**src/rtl/alu_pkg.sv**
```systemverilog
// Shared definitions for the ALU arbiter: opcodes, FSM encoding, latencies.
package alu_pkg;

  localparam logic [2:0] OP_FWD = 3'b000;
  localparam logic [2:0] OP_ADD = 3'b001;
  localparam logic [2:0] OP_AND = 3'b010;
  localparam logic [2:0] OP_OR  = 3'b011;

  localparam int LAT_ADD_DEF   = 2;
  localparam int LAT_LOGIC_DEF = 1;
  localparam int CNT_W         = 8;

  typedef enum logic [1:0] {
    ST_IDLE = 2'd0,
    ST_EXEC = 2'd1,
    ST_RESP = 2'd2
  } state_t;

  typedef struct packed {
    logic [7:0] d1;
    logic [7:0] d2;
    logic [2:0] sel;
  } req_t;

  // EXEC cycle count for an opcode; anything with SELECT[2] set is illegal
  // and finishes in a single cycle.
  function automatic logic [CNT_W-1:0] op_lat(input logic [2:0] sel,
                                              input int lat_add,
                                              input int lat_logic);
    logic [CNT_W-1:0] lat;
    lat = CNT_W'(1);
    case (sel)
      OP_ADD:                lat = CNT_W'(lat_add);
      OP_FWD, OP_AND, OP_OR: lat = CNT_W'(lat_logic);
      default:               lat = CNT_W'(1);
    endcase
    return lat;
  endfunction

endpackage

```
**src/rtl/rr_arb2.sv**
```systemverilog
// Two-way round-robin grant: a lone requester always wins, the pointer
// breaks ties when both request.
module rr_arb2 (
  input  logic [1:0] valid,
  input  logic       ptr,
  output logic [1:0] grant
);

  // One-hot grant from the valid pair and the priority pointer.
  always_comb begin
    grant = 2'b00;
    case (valid)
      2'b01:   grant = 2'b01;
      2'b10:   grant = 2'b10;
      2'b11:   grant = ptr ? 2'b10 : 2'b01;
      default: grant = 2'b00;
    endcase
  end

endmodule

```
**src/rtl/alu_arbiter.sv**
```systemverilog
// Arbitrates two requesters onto one shared external ALU. One operation is
// in flight at a time: accept in IDLE, wait the opcode latency in EXEC, hold
// the response in RESP until the owner takes it.
module alu_arbiter
  import alu_pkg::*;
#(
  parameter int LAT_ADD   = LAT_ADD_DEF,
  parameter int LAT_LOGIC = LAT_LOGIC_DEF
) (
  input  logic       CLK,
  input  logic       RESET,

  input  logic       REQ0_VALID,
  output logic       REQ0_READY,
  input  logic [7:0] REQ0_DATA1,
  input  logic [7:0] REQ0_DATA2,
  input  logic [2:0] REQ0_SELECT,
  output logic       RSP0_VALID,
  input  logic       RSP0_READY,
  output logic [7:0] RSP0_RESULT,
  output logic       RSP0_ZERO,
  output logic       RSP0_ERR,

  input  logic       REQ1_VALID,
  output logic       REQ1_READY,
  input  logic [7:0] REQ1_DATA1,
  input  logic [7:0] REQ1_DATA2,
  input  logic [2:0] REQ1_SELECT,
  output logic       RSP1_VALID,
  input  logic       RSP1_READY,
  output logic [7:0] RSP1_RESULT,
  output logic       RSP1_ZERO,
  output logic       RSP1_ERR,

  output logic [7:0] ALU_DATA1,
  output logic [7:0] ALU_DATA2,
  output logic [2:0] ALU_SELECT,
  input  logic [7:0] ALU_RESULT,
  input  logic       ALU_ZERO,

  output logic       BUSY
);

  state_t           state_q, state_d;
  logic             ptr_q;
  logic             owner_q;
  logic             ill_q;
  logic [CNT_W-1:0] cnt_q;
  req_t             alu_q;

  logic [1:0]       req_valid;
  logic [1:0]       grant;
  logic [1:0]       rsp_ready;
  req_t [1:0]       req;
  req_t             win;

  logic [1:0][7:0]  rsp_result_q;
  logic [1:0]       rsp_zero_q;
  logic [1:0]       rsp_err_q;

  logic             accept;
  logic             capture;

  assign req_valid = {REQ1_VALID, REQ0_VALID};
  assign rsp_ready = {RSP1_READY, RSP0_READY};
  assign req[0]    = '{d1: REQ0_DATA1, d2: REQ0_DATA2, sel: REQ0_SELECT};
  assign req[1]    = '{d1: REQ1_DATA1, d2: REQ1_DATA2, sel: REQ1_SELECT};
  assign win       = grant[1] ? req[1] : req[0];

  rr_arb2 u_rr (
    .valid (req_valid),
    .ptr   (ptr_q),
    .grant (grant)
  );

  // State register.
  always_ff @(posedge CLK) begin
    if (!RESET) state_q <= ST_IDLE;
    else        state_q <= state_d;
  end

  // Next state plus the accept/capture strobes driving the datapath.
  always_comb begin
    state_d = state_q;
    accept  = 1'b0;
    capture = 1'b0;
    case (state_q)
      ST_IDLE: begin
        if (|grant) begin
          accept  = 1'b1;
          state_d = ST_EXEC;
        end
      end
      ST_EXEC: begin
        if (cnt_q == CNT_W'(1)) begin
          capture = 1'b1;
          state_d = ST_RESP;
        end
      end
      ST_RESP: begin
        if (rsp_ready[owner_q]) state_d = ST_IDLE;
      end
      default: state_d = ST_IDLE;
    endcase
  end

  // Request registers, latency counter and round-robin pointer. Illegal
  // opcodes leave the ALU-facing registers untouched so the ALU sees no
  // input change for them.
  always_ff @(posedge CLK) begin
    if (!RESET) begin
      ptr_q   <= 1'b0;
      owner_q <= 1'b0;
      ill_q   <= 1'b0;
      cnt_q   <= '0;
      alu_q   <= '0;
    end else if (accept) begin
      owner_q <= grant[1];
      ptr_q   <= ~grant[1];
      ill_q   <= win.sel[2];
      cnt_q   <= op_lat(win.sel, LAT_ADD, LAT_LOGIC);
      if (!win.sel[2]) alu_q <= win;
    end else if (state_q == ST_EXEC) begin
      cnt_q <= cnt_q - CNT_W'(1);
    end
  end

  // Per-requester response registers; they keep the last capture so a
  // requester can still read its result after taking it.
  always_ff @(posedge CLK) begin
    if (!RESET) begin
      rsp_result_q <= '0;
      rsp_zero_q   <= '0;
      rsp_err_q    <= '0;
    end else if (capture) begin
      rsp_result_q[owner_q] <= ill_q ? 8'h00 : ALU_RESULT;
      rsp_zero_q[owner_q]   <= ill_q ? 1'b1  : ALU_ZERO;
      rsp_err_q[owner_q]    <= ill_q;
    end
  end

  assign REQ0_READY  = (state_q == ST_IDLE) & grant[0];
  assign REQ1_READY  = (state_q == ST_IDLE) & grant[1];
  assign RSP0_VALID  = (state_q == ST_RESP) & ~owner_q;
  assign RSP1_VALID  = (state_q == ST_RESP) &  owner_q;
  assign RSP0_RESULT = rsp_result_q[0];
  assign RSP0_ZERO   = rsp_zero_q[0];
  assign RSP0_ERR    = rsp_err_q[0];
  assign RSP1_RESULT = rsp_result_q[1];
  assign RSP1_ZERO   = rsp_zero_q[1];
  assign RSP1_ERR    = rsp_err_q[1];
  assign ALU_DATA1   = alu_q.d1;
  assign ALU_DATA2   = alu_q.d2;
  assign ALU_SELECT  = alu_q.sel;
  assign BUSY        = (state_q != ST_IDLE);

endmodule

```
**config.mk**
```make
export PLATFORM = sky130hd
export DESIGN_NAME = alu_arbiter
export DESIGN_NICKNAME = d
export VERILOG_FILES = /design/src/rtl/alu_pkg.sv /design/src/rtl/rr_arb2.sv /design/src/rtl/alu_arbiter.sv
export SDC_FILE = /design/constraint.sdc
export NUM_CORES = 1
export LEC_CHECK = 0
export CAP_MARGIN = 5
export CORE_ASPECT_RATIO = 0.5
export CORE_MARGIN = 2
export CORE_UTILIZATION = 35
export CTS_BUF_LIST = sky130_fd_sc_hd__clkbuf_4 sky130_fd_sc_hd__clkbuf_8
export DETAILED_ROUTE_END_ITERATION = 10
export PLACE_DENSITY = 0.63
export SLEW_MARGIN = 0
export SYNTH_ARGS = -nofsm -noshare
export SYNTH_HDL_FRONTEND = slang
export SYNTH_SLANG_ARGS = --single-unit
```
**constraint.sdc**
```tcl
create_clock -name CLK -period 4.7 [get_ports CLK]
set_clock_uncertainty 0.15 [all_clocks]
set_input_delay 0.47 -clock CLK [delete_from_list [all_inputs] [get_ports CLK]]
set_output_delay 0.47 -clock CLK [all_outputs]
set_load 0.05 [all_outputs]
```
==> impl_metrics.csv, run 1 <==
group,metric,value,unit
drt,drt-wirelength-per-cell,14.8,µm
floorplanning,io_pins,97,
finish,final_common_cell,"clkdlybuf4s50_1",
drt,ant_nets,0,
power_and_ir_drop,cellPowerDensity,377,mW/mm²
placement,place_worst_setup_slack,1600,ps
floorplanning,die_area,0.00845,mm²
synthesis,yosys.area.top_type_share,38.0,%
worst_setup_path,worstSetupPathType,"in2out",
clock_tree,ctsHoldBuffers,0,
synthesis,synthCells,298,
worst_setup_path,cpPeakStageDelay,800,ps
synthesis,synth_adder_area_share,0.930,%
drt,drtIter0Drc,145,
synthesis,synthXorXnorAreaFrac,0,%
drt,firstDrtPassIters,4,
clock_tree,worstSkewPairLatency,320,ps
power_and_ir_drop,vdd_drop_max,0.000212,V
placement,routabilityCongestion,0.785,
run_status,outcome,"finished, final reports clean",
synthesis,syn_area,0.00269,mm²
worst_setup_path,end_kind,"output port",
synthesis,yosysWarnings,0,
synthesis,synth_area_per_cell,9.03,µm²
job,max-cap-violations,0,
finish,postLayoutCellArea,0.00374,mm²
clock_tree,cts.repair.resized,0,
synthesis,synth_top_area_cell,"dfxtp_1",
worst_setup_path,worstPathArrival,2480,ps
floorplanning,die_w,128,µm
sta,fmax,323,MHz
clock_tree,cts_buffers,5,
global_routing,grt.total_usage,17.4,%
synthesis,synth_top_family_by_area,"compound AO/OA/AOI/OAI gates",
synthesis,synth_top_cells_by_area,"dfxtp_1 38%, mux2i_1 8.2%, a32oi_2 5.4%, a21o_1 5.0%, nand4_1 4.4%",
worst_setup_path,startpoint,"REQ0_VALID",
clock_tree,cts_root_buf,"clkbuf_8",
floorplanning,start_util,36.5,%
synthesis,synth-simple-area-share,18.7,%
finish,mostFrequentLayoutCells,"94 x clkdlybuf4s50_1, 51 x dfxtp_1, 23 x o21ai_0",
global_routing,grt_overflow,0,
sta,fin_crit_sh,65.9,%
synthesis,ys_seq_area_share,38.0,%
worst_setup_path,crit_path_cell_trace,"clkdlybuf4s50_1, nand2b_1, buf_4, and3_1, clkdlybuf4s50_1",
placement,portBuffers,95,
synthesis,synthMuxAreaShare,8.19,%
synthesis,synth-edff-count,0,
sta,setup_violations,0,
finish,num_antenna_cells,0,
drt,top_layer_used,"met4",
sta,slew_violations,0,
sta,setup_ws,1600,ps
worst_setup_path,cp_max_fo,39,
clock_tree,cts.htree.levels,2,
synthesis,synth_ff_type,"dfxtp_1",
floorplanning,rows,22,
synthesis,synth_compound_area_share,25.3,%
drt,met2_wirelength,3460,µm
sta,worst_pin_slew,1140,ps
floorplanning,core_area,0.00738,mm²
finish,drive_above_1_share,7.73,%
placement,post_dp_cell_area,0.00363,mm²
placement,place_hpwl,4850,µm
global_routing,grt_pass1_vias,2432,
sta,fin_crit,3100,ps
sta,hold_slack,301,ps
sta,rsz0062_at_grt,"false",
drt,viasPerCell,5.22,
worst_setup_path,crit_path_frequent_cell,"clkdlybuf4s50_1",
sta,tns,0,ps
clock_tree,clkTransAtPathRegs,90,ps
clock_tree,clock_sinks,51,
min_path,holdCritStartpoint,"ALU_DATA2[2]",
drt,drc,0,
global_routing,grt_max_degree,46,
drt,num_vias,2458,
synthesis,yosys_register_bits,51,
worst_setup_path,crit_required,4080,ps
sta,relSlewSlack,23.5,%
floorplanning,die_height,66.0,µm
clock_tree,cts_setup_buffers,0,
global_routing,antenna_found_initial,0,
power_and_ir_drop,p_total,1.41,mW
synthesis,synth_cell_types,47,
power_and_ir_drop,p_leak,1.48,nW
synthesis,ys_async_sr_fraction,0,%
worst_setup_path,worstReg2RegStart,"cnt_q[1]",
drt,wl,6980,µm
clock_tree,cts_tree,"yes",
clock_tree,cts_buffer_depth,2,
global_routing,grt_first_pass_wirelength,11700,µm
drt,wl_met3,240,µm
synthesis,synth_nets,353,
finish,nets,429,
finish,area_delta_synth_final,38.9,%
sta,hold_violations,0,
min_path,hp-class,"reg2reg",
worst_setup_path,start_kind,"input pin",
drt,wl_met1,3190,µm
worst_setup_path,cpMaxStageDelayCell,"clkdlybuf4s50_1",
-- layer usage --
metal / vias up / GRT usage, %
li1: 1235 / -
met1: 1172 / 21.5
met2: 43 / 30.1
met3: 8 / 4.37
met4: 0 / 5.77
met5: - / 0
-- cells by family after synthesis --
| kind of cell | Yosys count |
|---|---|
| AND/OR/NAND/NOR | 87 |
| AO/OA/AOI/OAI | 83 |
| buffers and inverters | 52 |
| flip-flops | 51 |
| multiplexers | 22 |
| adder cells (fa/ha/maj) | 2 |
| other | 1 |
-- metrics by stage --
step / std cells / utilization [%]
4_1_cts: 471 / 50.7
3_5_place_dp: 463 / 49.3
2_1_floorplan: 298 / -
6_report: 471 / 50.7
5_1_grt: 471 / 50.7
3_3_place_gp: 463 / 49.3
-- report_power, final --
part           switching, mW  internal, mW  leakage, nW
registers             0.0523         0.496        0.418
logic                  0.343         0.225         1.01
clock network          0.152         0.141       0.0549
-- worst max-delay path, delay by kind of cell --
| family | cells | cell delay (ps) |
|---|---|---|
| and+or+nand+nor | 2 | 360 |
| buffers and inverters | 3 | 1640 |
-- cells in the mapped netlist, types with 2 or more instances --
| cell type | n |
|---|---|
| nor3_1 | 3 |
| nor2_1 | 9 |
| a32oi_1 | 9 |
| mux2i_1 | 22 |
| nand3_1 | 2 |
| nand2_1 | 22 |
| nand2b_1 | 3 |
| nor3b_1 | 2 |
| buf_4 | 3 |
| a21boi_1 | 3 |
| and3_1 | 2 |
| buf_2 | 5 |
| a32oi_2 | 9 |
| a21boi_0 | 2 |
| nor2b_1 | 2 |
| o21ai_0 | 23 |
| a21o_1 | 18 |
| dfxtp_1 | 51 |
| o21a_1 | 5 |
| buf_6 | 3 |
| o221ai_1 | 3 |
| ha_1 | 2 |
| or3_1 | 4 |
| o211a_1 | 2 |
| clkbuf_1 | 19 |
| inv_1 | 21 |
| nand4_1 | 19 |
| nand3b_1 | 11 |
-- final cells by class --
class                   count  area [µm²]
inverters                  22        82.6
well taps                  96         120
clock buffers               8         104
fillers                   696        3640
flip-flops and latches     51        1020
repair buffers             99         976
multi-input cells         195        1430
-- final timing paths --
kind / to / slack [ps] / depth (start not counted)
worst max-delay path: REQ1_READY / 1600 / 5
worst max register to register: RSP0_RESULT[2] / 2450 / 5
worst min register to register: ALU_DATA2[2] / 300 / 2
worst min-delay path: ALU_DATA2[2] / 300 / 2
-- sequential cells by signal, summed over array words and instances (netlist names) --
| name | flops |
|---|---|
| ALU_DATA1 | 8 |
| ALU_DATA2 | 8 |
| RSP0_RESULT | 8 |
| RSP1_RESULT | 8 |
| cnt_q | 8 |
| ALU_SELECT | 2 |
| rsp_err_q | 2 |
| rsp_zero_q | 2 |
| state_q | 2 |
| ill_q | 1 |
| owner_q | 1 |
| ptr_q | 1 |
Power figures use the tool's default switching activity.
==> inputs of run 2 (changes only) <==
- PLACE_DENSITY: 0.63 -> 0.66
- clock period: 4.7 -> 2.75 ns (I/O delays scaled with it)
==> run 2 against run 1 <==
Net effect: routed wire length increased by 3.8%; count of clock-buffer cells in the layout shrank 2; setup slack worse by 1400 ps; die area did not move; sequential power grew 71%; first-iteration DRC count decreased by 19%; clock power increased by 60%; critical path depth is 2 lower; utilization rose by 0.81 points; global-route usage decreased by 0.31 points; largest power group unchanged.
==> impl_metrics.csv, run 2 (same netlist as run 1, synthesis figures left out) <==
group,metric,value,unit
run_status,outcome,"finished, final reports clean",
sta,fin_crit,2570,ps
min_path,hold-path-endpoint,"ALU_DATA2[4]",
clock_tree,clock_sinks,51,
clock_tree,cts_setup_buffers,0,
sta,tns,0,ps
worst_setup_path,crit_path_cell_trace,"nor2_1, inv_2, clkdlybuf4s50_1",
min_path,whs_path_depth,2,
clock_tree,cts_buffers,5,
worst_setup_path,r2r_slack,470,ps
finish,final_util,51.5,%
placement,routabilityCongestion,0.812,
drt,ant_nets,0,
finish,instances_no_fill,477,
min_path,holdCritStartpoint,"ALU_DATA2[4]",
placement,dp_cells,469,
global_routing,grt_overflow,0,
placement,place_hpwl,5160,µm
clock_tree,cts_buffer_depth,2,
finish,area_delta_synth_final,41.2,%
finish,nets,435,
clock_tree,cts_tree,"yes",
global_routing,grt_pass1_vias,2386,
sta,relSlewSlack,35.7,%
floorplanning,die_height,66.0,µm
worst_setup_path,end_kind,"output port",
worst_setup_path,worstReg2RegStart,"state_q[1]",
sta,hold_violations,0,
finish,drive_above_1_share,9.71,%
clock_tree,cts.repair.resized,0,
drt,drtIter0Drc,117,
placement,portBuffers,95,
worst_setup_path,worstPathArrival,2140,ps
drt,num_vias,2533,
power_and_ir_drop,p_leak,1.51,nW
global_routing,antenna_found_initial,0,
worst_setup_path,r2r-end,"ill_q",
sta,worst_pin_slew,964,ps
sta,slew_violations,0,
global_routing,grt.total_usage,17.1,%
worst_setup_path,crit_cells,3,
worst_setup_path,worstRegToRegCells,4,
worst_setup_path,start_kind,"flop",
finish,final_common_cell,"clkdlybuf4s50_1",
finish,mostFrequentLayoutCells,"92 x clkdlybuf4s50_1, 51 x dfxtp_1, 23 x o21ai_0",
job,max-cap-violations,0,
finish,postLayoutCellArea,0.00380,mm²
clock_tree,worstSkewPairLatency,320,ps
worst_setup_path,cp_max_fo,12,
worst_setup_path,cpPeakStageDelay,850,ps
sta,setup_violations,0,
floorplanning,start_util,36.5,%
clock_tree,ctsHoldBuffers,0,
power_and_ir_drop,cellPowerDensity,634,mW/mm²
clock_tree,cts_root_buf,"clkbuf_8",
sta,fin_crit_sh,93.4,%
worst_setup_path,cpMaxStageDelayCell,"clkdlybuf4s50_1",
floorplanning,io_pins,97,
drt,viasPerCell,5.31,
floorplanning,rows,22,
clock_tree,cts.htree.levels,2,
floorplanning,core_area,0.00738,mm²
worst_setup_path,path_buf_inv,2,
worst_setup_path,crit_required,2330,ps
global_routing,grt_max_degree,39,
drt,firstDrtPassIters,4,
min_path,hp-class,"reg2reg",
worst_setup_path,cp_top_family,"buffers and inverters",
power_and_ir_drop,vdd_drop_max,0.000358,V
drt,drt-wirelength-per-cell,15.2,µm
floorplanning,die_w,128,µm
placement,post_dp_cell_area,0.00370,mm²
floorplanning,die_area,0.00845,mm²
drt,wl,7250,µm
clock_tree,clkTransAtPathRegs,100,ps
finish,num_antenna_cells,0,
sta,fmax,389,MHz
global_routing,grt_first_pass_wirelength,11500,µm
worst_setup_path,worstSetupPathType,"reg2out",
sta,rsz0062_at_grt,"false",
drt,drc,0,
==> run 2: worst max-delay path by stage <==
stage | startpoint | end
2_1_floorplan | state_q[1] | REQ0_READY
3_3_place_gp | REQ1_VALID | ill_q
3_5_place_dp | REQ1_VALID | ill_q
4_1_cts | state_q[1] | BUSY
5_1_grt | state_q[1] | BUSY
6_report | state_q[1] | BUSY
==> run 2: cell type report <==
cell class	count	area, µm²
Timing Repair Buffer	105	1040
Inverter	22	82.6
Multi-Input combinational cell	195	1430
Fill cell	679	3580
Clock inverter	2	16.3
Tap cell	96	120
Clock buffer	6	82.6
Sequential cell	51	1020
==> run 2: layer usage <==
layer	part of all wire (%)	GRT usage [%]	vias up	wire length, µm
met4	0.81	4.40	0	59
met5	0	0	-	0
met1	45	21.0	1224	3290
met2	49	30.9	51	3580
met3	4.4	3.64	6	316
li1	-	-	1252	-
==> run 2: report_power, final <==
part           switching (mW)  internal, mW
Clock                   0.264         0.206
Sequential             0.0926         0.848
Combinational           0.594         0.401
==> run 2: per-stage QoR <==
step                      power (mW)  hold WS (ps)  worst slack (ps)
final                           2.41           299               181
after global routing            2.52           326              98.0
after CTS                       2.43           304               182
after detailed placement        1.95           290               384
after global placement          1.93           285               475
after floorplan                 1.62           281               587
==> run 2: tightest hold or removal path, cell delays in order (launching register included) <==
cell	delay, ps
dfxtp_1	320
inv_1	50
a32oi_1	40
